### config.mk
export PLATFORM = sky130hd
export DESIGN_NAME = abc_def_seq_arb_flat
export DESIGN_NICKNAME = d
export VERILOG_FILES = /design/src/rtl/abc_def_seq_arb_pkg.sv /design/src/rtl/abc_def_seq_arb_if.sv /design/src/rtl/abc_def_seq_arb_rr_arb.sv /design/src/rtl/abc_def_seq_arb.sv /design/src/flat_wrapper.sv
export SDC_FILE = /design/constraint.sdc
export NUM_CORES = 1
export LEC_CHECK = 0
export ABC_AREA = 1
export BUFFER_PORTS_ARGS = -buffer_cell sky130_fd_sc_hd__buf_2
export CORE_ASPECT_RATIO = 0.9
export CORE_MARGIN = 2
export CORE_UTILIZATION = 31
export CTS_BUF_LIST = sky130_fd_sc_hd__clkbuf_4
export DETAILED_ROUTE_END_ITERATION = 16
export SLEW_MARGIN = 20
export SYNTH_ARGS = -nofsm -noshare
export SYNTH_HDL_FRONTEND = slang
export SYNTH_HIERARCHICAL = 1
export SYNTH_SLANG_ARGS = --single-unit
### constraint.sdc
create_clock -name clk -period 4.7 [get_ports clk]
set_clock_uncertainty 0.1 [all_clocks]
set_input_delay 0.705 -clock clk [delete_from_list [all_inputs] [get_ports clk]]
set_output_delay 0.705 -clock clk [all_outputs]
set_load 0.02 [all_outputs]
### src/rtl/abc_def_seq_arb_pkg.sv
// Shared types and widths for the abc/def sequencing arbiter.
package abc_def_seq_pkg;

  typedef enum logic [2:0] {
    S_IDLE      = 3'd0,
    S_ABC_ISSUE = 3'd1,
    S_ABC_WAIT  = 3'd2,
    S_DEF_ISSUE = 3'd3,
    S_DEF_WAIT  = 3'd4,
    S_RESP      = 3'd5
  } state_e;

  localparam int B_W         = 3;
  localparam int E3_W        = 4;
  localparam int A_W         = 2;
  localparam int D_W         = 2;
  localparam int TIMEOUT_DEF = 15;

  // Wait counter width: at least 4 bits, wider only if the timeout needs it.
  function automatic int cnt_w(input int t);
    return (t >= 16) ? $clog2(t + 1) : 4;
  endfunction

endpackage

### src/rtl/abc_def_seq_arb_if.sv
// Bus bundle between requesters, the sequencer and the abc/def pair.
// master = the sequencer, slave = the surrounding environment.
interface abc_def_seq_arb_if #(parameter int NREQ = 2);
  import abc_def_seq_pkg::*;

  logic [NREQ-1:0]      req_valid;
  logic [NREQ-1:0]      req_ready;
  logic [B_W*NREQ-1:0]  req_b;
  logic [E3_W*NREQ-1:0] req_e3;
  logic [NREQ-1:0]      rsp_valid;
  logic                 rsp_f;
  logic                 rsp_err;
  logic                 abc_start;
  logic [A_W-1:0]       signal_a;
  logic [B_W-1:0]       signal_b;
  logic                 abc_done;
  logic                 signal_c;
  logic                 def_start;
  logic [D_W-1:0]       signal_d;
  logic [E3_W-1:0]      signal_e3;
  logic                 def_done;
  logic                 signal_f;

  modport master (
    input  req_valid, req_b, req_e3, abc_done, signal_c, def_done, signal_f,
    output req_ready, rsp_valid, rsp_f, rsp_err, abc_start, signal_a, signal_b,
           def_start, signal_d, signal_e3
  );

  modport slave (
    output req_valid, req_b, req_e3, abc_done, signal_c, def_done, signal_f,
    input  req_ready, rsp_valid, rsp_f, rsp_err, abc_start, signal_a, signal_b,
           def_start, signal_d, signal_e3
  );

endinterface

### src/rtl/abc_def_seq_arb_rr_arb.sv
// Round-robin grant: one-hot grant of the first request at/after the
// pointer; pointer moves past the granted requester when i_adv is high.
module abc_def_seq_arb_rr_arb #(
  parameter int NREQ = 2
) (
  input  logic            clk,
  input  logic            reset,
  input  logic [NREQ-1:0] i_req,
  input  logic            i_adv,
  output logic [NREQ-1:0] o_gnt
);
  localparam int PW = $clog2(NREQ);

  logic [PW-1:0]     r_ptr;
  logic [PW-1:0]     w_idx;
  logic [2*NREQ-1:0] w_dbl;
  logic [2*NREQ-1:0] w_back;
  logic [NREQ-1:0]   w_rot;
  logic [NREQ-1:0]   w_rot_gnt;

  // Rotate so the pointer position is bit 0, isolate the lowest set bit,
  // then rotate the one-hot back into requester order.
  assign w_dbl     = {i_req, i_req} >> r_ptr;
  assign w_rot     = w_dbl[NREQ-1:0];
  assign w_rot_gnt = w_rot & (~w_rot + NREQ'(1));
  assign w_back    = {w_rot_gnt, w_rot_gnt} << r_ptr;
  assign o_gnt     = w_back[2*NREQ-1:NREQ];

  // Encode the granted index for the pointer update.
  always_comb begin
    w_idx = '0;
    for (int i = 0; i < NREQ; i++) begin
      if (o_gnt[i]) w_idx = PW'(i);
    end
  end

  // Pointer advances to the requester after the one just granted.
  always_ff @(posedge clk) begin
    if (reset) begin
      r_ptr <= '0;
    end else if (i_adv) begin
      r_ptr <= (w_idx == PW'(NREQ - 1)) ? '0 : w_idx + 1'b1;
    end
  end

endmodule

### src/rtl/abc_def_seq_arb.sv
// Round-robin sequencer sharing one abc->def chain between NREQ requesters.
// One job in flight: grant, start abc, capture c, start def, capture f,
// return f to the owner.
// Optional: ABC_DEF_SEQ_TIMEOUT_EN adds a per-WAIT timeout that ends the
// job with rsp_err=1 and rsp_f=0.
module abc_def_seq_arb
  import abc_def_seq_pkg::*;
#(
  parameter int NREQ           = 2,
  parameter int TIMEOUT_CYCLES = TIMEOUT_DEF
) (
  input logic               clk,
  input logic               reset,
  abc_def_seq_arb_if.master bus
);

  state_e            r_state, w_next;
  logic [NREQ-1:0]   r_owner;
  logic [B_W-1:0]    r_b;
  logic [E3_W-1:0]   r_e3;
  logic              r_c;
  logic              r_f;
  logic              r_f_last;
  logic [NREQ-1:0]   w_gnt;
  logic              w_adv;
  logic              w_done;
  logic              w_expire;
  logic              w_err;
  logic [B_W-1:0]    w_b_sel;
  logic [E3_W-1:0]   w_e3_sel;

  abc_def_seq_arb_rr_arb #(.NREQ(NREQ)) u_rr_arb (
    .clk   (clk),
    .reset (reset),
    .i_req (bus.req_valid),
    .i_adv (w_adv),
    .o_gnt (w_gnt)
  );

  assign w_adv  = (r_state == S_IDLE) && (|w_gnt);
  assign w_done = ((r_state == S_ABC_WAIT) && bus.abc_done) ||
                  ((r_state == S_DEF_WAIT) && bus.def_done);

`ifdef ABC_DEF_SEQ_TIMEOUT_EN
  localparam int CW = cnt_w(TIMEOUT_CYCLES);
  logic [CW-1:0] r_cnt;
  logic          r_err;

  assign w_expire = (r_cnt == CW'(TIMEOUT_CYCLES - 1));
  assign w_err    = r_err;

  // Wait counter restarts in each ISSUE state; expiry without done flags an error.
  always_ff @(posedge clk) begin
    if (reset) begin
      r_cnt <= '0;
      r_err <= 1'b0;
    end else begin
      if (r_state == S_ABC_ISSUE || r_state == S_DEF_ISSUE)
        r_cnt <= '0;
      else if (r_state == S_ABC_WAIT || r_state == S_DEF_WAIT)
        r_cnt <= r_cnt + 1'b1;
      if (w_adv)
        r_err <= 1'b0;
      else if ((r_state == S_ABC_WAIT || r_state == S_DEF_WAIT) && w_expire && !w_done)
        r_err <= 1'b1;
    end
  end
`else
  assign w_expire = 1'b0;
  assign w_err    = 1'b0;
`endif

  // Select the granted requester's operands.
  always_comb begin
    w_b_sel  = '0;
    w_e3_sel = '0;
    for (int i = 0; i < NREQ; i++) begin
      w_b_sel  = w_b_sel  | (bus.req_b[B_W*i +: B_W]   & {B_W{w_gnt[i]}});
      w_e3_sel = w_e3_sel | (bus.req_e3[E3_W*i +: E3_W] & {E3_W{w_gnt[i]}});
    end
  end

  // Job sequence; a done arriving with expiry counts as normal completion.
  always_comb begin
    w_next = r_state;
    case (r_state)
      S_IDLE:      if (w_adv) w_next = S_ABC_ISSUE;
      S_ABC_ISSUE: w_next = S_ABC_WAIT;
      S_ABC_WAIT:  if (bus.abc_done) w_next = S_DEF_ISSUE;
                   else if (w_expire) w_next = S_RESP;
      S_DEF_ISSUE: w_next = S_DEF_WAIT;
      S_DEF_WAIT:  if (bus.def_done || w_expire) w_next = S_RESP;
      S_RESP:      w_next = S_IDLE;
      default:     w_next = S_IDLE;
    endcase
  end

  // State register.
  always_ff @(posedge clk) begin
    if (reset) r_state <= S_IDLE;
    else       r_state <= w_next;
  end

  // Job context: owner/operands at grant, c and f at their done strobes,
  // f_last only from jobs that completed without error.
  always_ff @(posedge clk) begin
    if (reset) begin
      r_owner  <= '0;
      r_b      <= '0;
      r_e3     <= '0;
      r_c      <= 1'b0;
      r_f      <= 1'b0;
      r_f_last <= 1'b0;
    end else begin
      if (w_adv) begin
        r_owner <= w_gnt;
        r_b     <= w_b_sel;
        r_e3    <= w_e3_sel;
        r_f     <= 1'b0;
      end
      if (r_state == S_ABC_WAIT && bus.abc_done) r_c <= bus.signal_c;
      if (r_state == S_DEF_WAIT && bus.def_done) r_f <= bus.signal_f;
      if (r_state == S_RESP && !w_err)           r_f_last <= r_f;
    end
  end

  assign bus.req_ready = (r_state == S_IDLE) ? w_gnt : '0;
  assign bus.abc_start = (r_state == S_ABC_ISSUE);
  assign bus.def_start = (r_state == S_DEF_ISSUE);
  assign bus.signal_a  = {1'b0, r_f_last};
  assign bus.signal_b  = r_b;
  assign bus.signal_e3 = r_e3;
  assign bus.signal_d  = (r_state == S_DEF_ISSUE || r_state == S_DEF_WAIT) ? {1'b1, r_c} : '0;
  assign bus.rsp_valid = (r_state == S_RESP) ? r_owner : '0;
  assign bus.rsp_f     = (r_state == S_RESP) && r_f;
  assign bus.rsp_err   = (r_state == S_RESP) && w_err;

endmodule

### src/flat_wrapper.sv
// flat-port wrapper written by rule: the top's interface ports become plain ports
module abc_def_seq_arb_flat import abc_def_seq_pkg::*;
#(
  parameter int NREQ           = 2,
  parameter int TIMEOUT_CYCLES = TIMEOUT_DEF
)
  (clk, reset, bus_req_valid, bus_req_b, bus_req_e3, bus_abc_done, bus_signal_c, bus_def_done, bus_signal_f, bus_req_ready, bus_rsp_valid, bus_rsp_f, bus_rsp_err, bus_abc_start, bus_signal_a, bus_signal_b, bus_def_start, bus_signal_d, bus_signal_e3);
  abc_def_seq_arb_if #(.NREQ(NREQ)) bus_i ();
  input logic clk;
  input logic reset;
  input wire logic [$bits(bus_i.req_valid)-1:0] bus_req_valid;
  input wire logic [$bits(bus_i.req_b)-1:0] bus_req_b;
  input wire logic [$bits(bus_i.req_e3)-1:0] bus_req_e3;
  input wire logic [$bits(bus_i.abc_done)-1:0] bus_abc_done;
  input wire logic [$bits(bus_i.signal_c)-1:0] bus_signal_c;
  input wire logic [$bits(bus_i.def_done)-1:0] bus_def_done;
  input wire logic [$bits(bus_i.signal_f)-1:0] bus_signal_f;
  output wire logic [$bits(bus_i.req_ready)-1:0] bus_req_ready;
  output wire logic [$bits(bus_i.rsp_valid)-1:0] bus_rsp_valid;
  output wire logic [$bits(bus_i.rsp_f)-1:0] bus_rsp_f;
  output wire logic [$bits(bus_i.rsp_err)-1:0] bus_rsp_err;
  output wire logic [$bits(bus_i.abc_start)-1:0] bus_abc_start;
  output wire logic [$bits(bus_i.signal_a)-1:0] bus_signal_a;
  output wire logic [$bits(bus_i.signal_b)-1:0] bus_signal_b;
  output wire logic [$bits(bus_i.def_start)-1:0] bus_def_start;
  output wire logic [$bits(bus_i.signal_d)-1:0] bus_signal_d;
  output wire logic [$bits(bus_i.signal_e3)-1:0] bus_signal_e3;
  assign bus_i.req_valid = bus_req_valid;
  assign bus_i.req_b = bus_req_b;
  assign bus_i.req_e3 = bus_req_e3;
  assign bus_i.abc_done = bus_abc_done;
  assign bus_i.signal_c = bus_signal_c;
  assign bus_i.def_done = bus_def_done;
  assign bus_i.signal_f = bus_signal_f;
  assign bus_req_ready = bus_i.req_ready;
  assign bus_rsp_valid = bus_i.rsp_valid;
  assign bus_rsp_f = bus_i.rsp_f;
  assign bus_rsp_err = bus_i.rsp_err;
  assign bus_abc_start = bus_i.abc_start;
  assign bus_signal_a = bus_i.signal_a;
  assign bus_signal_b = bus_i.signal_b;
  assign bus_def_start = bus_i.def_start;
  assign bus_signal_d = bus_i.signal_d;
  assign bus_signal_e3 = bus_i.signal_e3;
  abc_def_seq_arb #(.NREQ(NREQ), .TIMEOUT_CYCLES(TIMEOUT_CYCLES)) u_core (.clk(clk), .reset(reset), .bus(bus_i));
endmodule
Word level (Yosys, flattened, before mapping)
Index checks and enable logic that the tools add are counted.

Output and inout bits: 19. Bits of input ports: 22. Logic and storage cells: 48. Bits in registers: 16.

Mux-type cells: 11. Bitwise logic cells: 8. Reduce and logical (&&, ||, !) cells: 9. $add $sub $neg: 2. Eq/ne operators: 8. Shift operators: 2.

Operators with widths (number): one-hot mux 3 bit (5 select lines) (1); two-way mux 3 bit (3); AND 4 bit (2); AND 3 bit (2); == test 3 x 2 -> 1 bit, second input constant (2); == test 3 bit, second input constant (2); two-way mux 2 bit (3); inequality test 2 bit, second input constant (3); logical AND 1 bit (4); two-way mux 1 bit (4); bitwise OR 4 bit (1); << shifter 4 x 1 -> 4 bit (1); >> shifter 4 x 1 -> 2 bit (1); == test 3 x 1 -> 1 bit, second input constant (1); logical NOT 3 bit (1); bitwise OR 3 bit (1); AND reduction 3 bit (1); adder 2 x 1 -> 2 bit, second input constant (1); AND 2 bit (1); inverter 2 bit (1); nonzero test 2 bit (1); OR reduction 2 bit (1); adder 1 bit, second input constant (1); logical OR 1 bit (1).

Logic depth before layout (Yosys ltp)
Depth in word-level cells: 9. Depth in mapped cells: 13. Depth with buffers taken out: 10.

Hierarchy
Netlist, hierarchy kept.

Modules (own cells, without submodules): abc_def_seq_arb (cells each 136, instances 1, area each 835.8 sq um, sequential area each 300.3 sq um); abc_def_seq_arb_rr_arb (cells each 11, instances 1, area each 70.1 sq um, sequential area each 20.0 sq um).

Worst setup path after synthesis
Ideal clock, no wire load.

Kind: input to output. From: input bus_req_valid[1]. To: output bus_req_ready[1]. Path slack: 2491 ps. Cell stages on the path: 5. Arrival time: 1404 ps. Cell sequence: a21boi_0 -> buf_4 -> buf_2 -> nand3_1 -> inv_1.

Cells in the longest elaborated chain, start to end: 6.

RTL lines: from (decl) (RTL line flat_wrapper.sv:11) `input wire logic [$bits(bus_i.req_valid)-1:0] bus_req_valid;`; >> shifter 4 x 1 -> 2 bit * (RTL line abc_def_seq_arb_rr_arb.sv:23) `assign w_dbl = {i_req, i_req} >> r_ptr;`; inverter 2 bit (RTL line abc_def_seq_arb_rr_arb.sv:25) `assign w_rot_gnt = w_rot & (~w_rot + NREQ'(1));`; adder 2 x 1 -> 2 bit (RTL line abc_def_seq_arb_rr_arb.sv:25); AND 2 bit * (RTL line abc_def_seq_arb_rr_arb.sv:25); << shifter 4 x 1 -> 4 bit * (RTL line abc_def_seq_arb_rr_arb.sv:26) `assign w_back = {w_rot_gnt, w_rot_gnt} << r_ptr;`; via u_core.w_gnt[1] (RTL line abc_def_seq_arb.sv:24) `logic [NREQ-1:0] w_gnt;`; two-way mux 2 bit * (RTL line abc_def_seq_arb.sv:127) `assign bus.req_ready = (r_state == S_IDLE) ? w_gnt : '0;`; to (decl) (RTL line flat_wrapper.sv:18) `output wire logic [$bits(bus_i.req_ready)-1:0] bus_req_ready;`.

Mark *: on every way through the listed nets, which the timed path passes. The rest lies on a longest branch.

Worst setup path after layout
From: input bus_req_valid[0]. To: output bus_req_ready[1].

The elaborated chain is that of the path after synthesis.

==> results.toml <==
[outcome]
status = "completed"

[timing]
finalHoldViolations = 0
finalSetupTns_ns = 0
fin_crit_sh_pct = 61.6
slew_headroom_pct = 35.9
worstMarginPinSlew_ns = 0.953
min_period_ns = 2.89
rsz0062_at_grt = "no"
fin_ws_ns = 1.81
finalMaxSlewViolations = 0
max_freq_mhz = 346
finalSetupViolCount = 0

[clocking]
cts_tree = "built"
clock-root-buffer = "clkbuf_4"
cts_setup_buffers = 0
clock_latency_ns = 0.29
cts_buffers = 3
cts_resized = 0
cts.sinks = 16
cts_buffer_depth = 2
htreeDepth = 1
clkSlewWorstSetupHoldPaths_ns = 0.09
postCtsHoldBufs = 0

[global_route]
grt_pass1_vias = 800
antenna_found_initial = 0
grt_max_degree = 17
grt_usage_pct = 12.6
grt_pass1_wl_mm = 3.31
grt.overflow.total = 0

[final_layout]
design_area_mm2 = 0.00111
nets = 204
diodes = 0
fin_cells = 221
syn_to_final_growth_pct = 22.8
nFillCells = 313
drive_above_1_share_pct = 24.3

[synth]
ys_warn_count = 6
synth_top_area_share_pct = 35.4
syn-instance-count = 147
yosys-top-cells-area = "dfxtp_1, nand2_1, nor2_1, inv_1, buf_4"
synthDistinctLibCells = 20
ys_ff_latch = 16
synth_top_area_cell = "dfxtp_1"
ys_seq_area_share_pct = 35.4
syn-cell-area_um2 = 906
syn_avg_cell_area_um2 = 6.16

[placed_design]
portBuffers = 38
post-place-ws_ns = 1.81
place_inst = 217
placed_area_mm2 = 0.00109
dp_hpwl_mm = 1.59
gp_congestion = 0.811

[drt]
vias = 930
wl_mm = 2.02
dr.pass1.iters = 4
viasPerCell = 4.21
drc = 0
avgRoutedWirePerCell_um = 9.12
dr.first_iter.drc_count = 56
drtAntennaViolNets = 0

[floorplanning]
start_util_pct = 32.7
die-area_mm2 = 0.00337
io_pins = 41
rows = 18
core-area_mm2 = 0.00277
die_w_um = 61.0
die_y_um = 55.3

[hold_path]
holdCritPathClass = "reg2reg"
whs_path_depth = 2

[critical_path]
required_ns = 3.89
cp-start-kind = "input pin"
reg2regPathDepth = 10
end_kind = "output pin"
arrival_ns = 2.09
path_class = "in2out"
crit_fanout = 9

[power]
powerDensity_mw_per_mm2 = 406
leakagePower_nw = 0.645
max-vdd-ir-drop_mv = 0.170
p_total_mw = 0.451

[run]
cap_violations = 0
[Yosys cell counts]
| cell type | instances |
|---|---|
| buf_2 | 3 |
| conb_1 | 1 |
| a21boi_0 | 2 |
| nand2_1 | 49 |
| nand3b_1 | 2 |
| nor2_4 | 1 |
| inv_1 | 22 |
| buf_6 | 1 |
| nor3_1 | 1 |
| a21oi_1 | 4 |
| dfxtp_1 | 16 |
| nand3_1 | 7 |
| clkinv_1 | 1 |
| o21ai_1 | 1 |
| buf_4 | 5 |
| nor2_1 | 25 |
| nand4_1 | 3 |
| nor2_2 | 1 |
| nand3_4 | 1 |
| o21ai_0 | 1 |
[cell usage in the layout (no fill, tap or decap), drive strengths merged]
master,Yosys,layout
nor2,27,27
clkinv,1,2
dfxtp,16,16
a21boi,2,2
buf,9,38
a21oi,4,4
nand2,49,49
nand4,3,3
nand3,8,8
conb,1,2
nand3b,2,2
nor3,1,1
clkbuf,0,3
inv,22,22
o21ai,2,2
[flip-flops by register name, indices dropped and copies added (netlist names)]
register	flops
u_core/bus.signal_b	3
u_core/r_c	1
u_core/u_rr_arb/r_ptr	1
u_core/r_f_last	1
u_core/r_f	1
u_core/r_state	3
u_core/r_owner	2
u_core/bus.signal_e3	4
[critical path: stages]
cell      delay, ns
buf_2          0.11
a21boi_0       0.75
nand3_1        0.26
inv_1          0.10
buf_2          0.16
[final cells by class]
class,instances,area (um2),share of cell area [%]
Sequential cell,16,320,28.8
Inverter,23,86.3,7.76
Clock inverter,1,3.75,0.337
Tap cell,40,50.0,4.50
Timing Repair Buffer,38,190,17.1
Clock buffer,3,22.5,2.02
Multi-Input combinational cell,100,439,39.5
[stage by stage]
step	util (%)	hold slack [ns]
after floorplan	-	0.335
after global placement	39.2	0.346
after detailed placement	39.2	0.353
after CTS	40.2	0.367
after global routing	40.2	0.408
final	40.2	0.366
[metal layers]
layer / GRT usage [%] / part of all wire [%]
met2: 18.3 / 41
met4: 2.80 / 0.64
met1: 17.5 / 51
met5: 0 / 0
met3: 4.92 / 7.5
[logic make-up (layout without fill, tap and decap cells)]
| kind of cell | after synthesis | after routing | synth area share, % |
|---|---|---|---|
| AOI/OAI and AO/OA | 8 | 8 | 4.97 |
| buffers and inverters | 32 | 65 | 16.6 |
| DFF | 16 | 16 | 35.4 |
| other | 1 | 2 | 0.414 |
| and+or+nand+nor | 90 | 90 | 42.7 |
[path summary, 6_finish.rpt]
kind,from,endpoint,slack [ns]
setup / recovery,bus_req_valid[0],bus_req_ready[1],1.81
hold / removal,u_core/r_f_last,u_core/r_f_last,0.37
setup reg to reg,u_core/u_rr_arb/r_ptr,u_core/u_rr_arb/r_ptr,2.60
hold reg to reg,u_core/r_f_last,u_core/r_f_last,0.37
[report_power, final]
group	internal (mW)	switching, mW	leakage [nW]
Sequential	0.164	0.0213	0.132
Combinational	0.0642	0.126	0.498
Clock	0.0308	0.0447	0.0154
(Power assumes the default switching activity.)
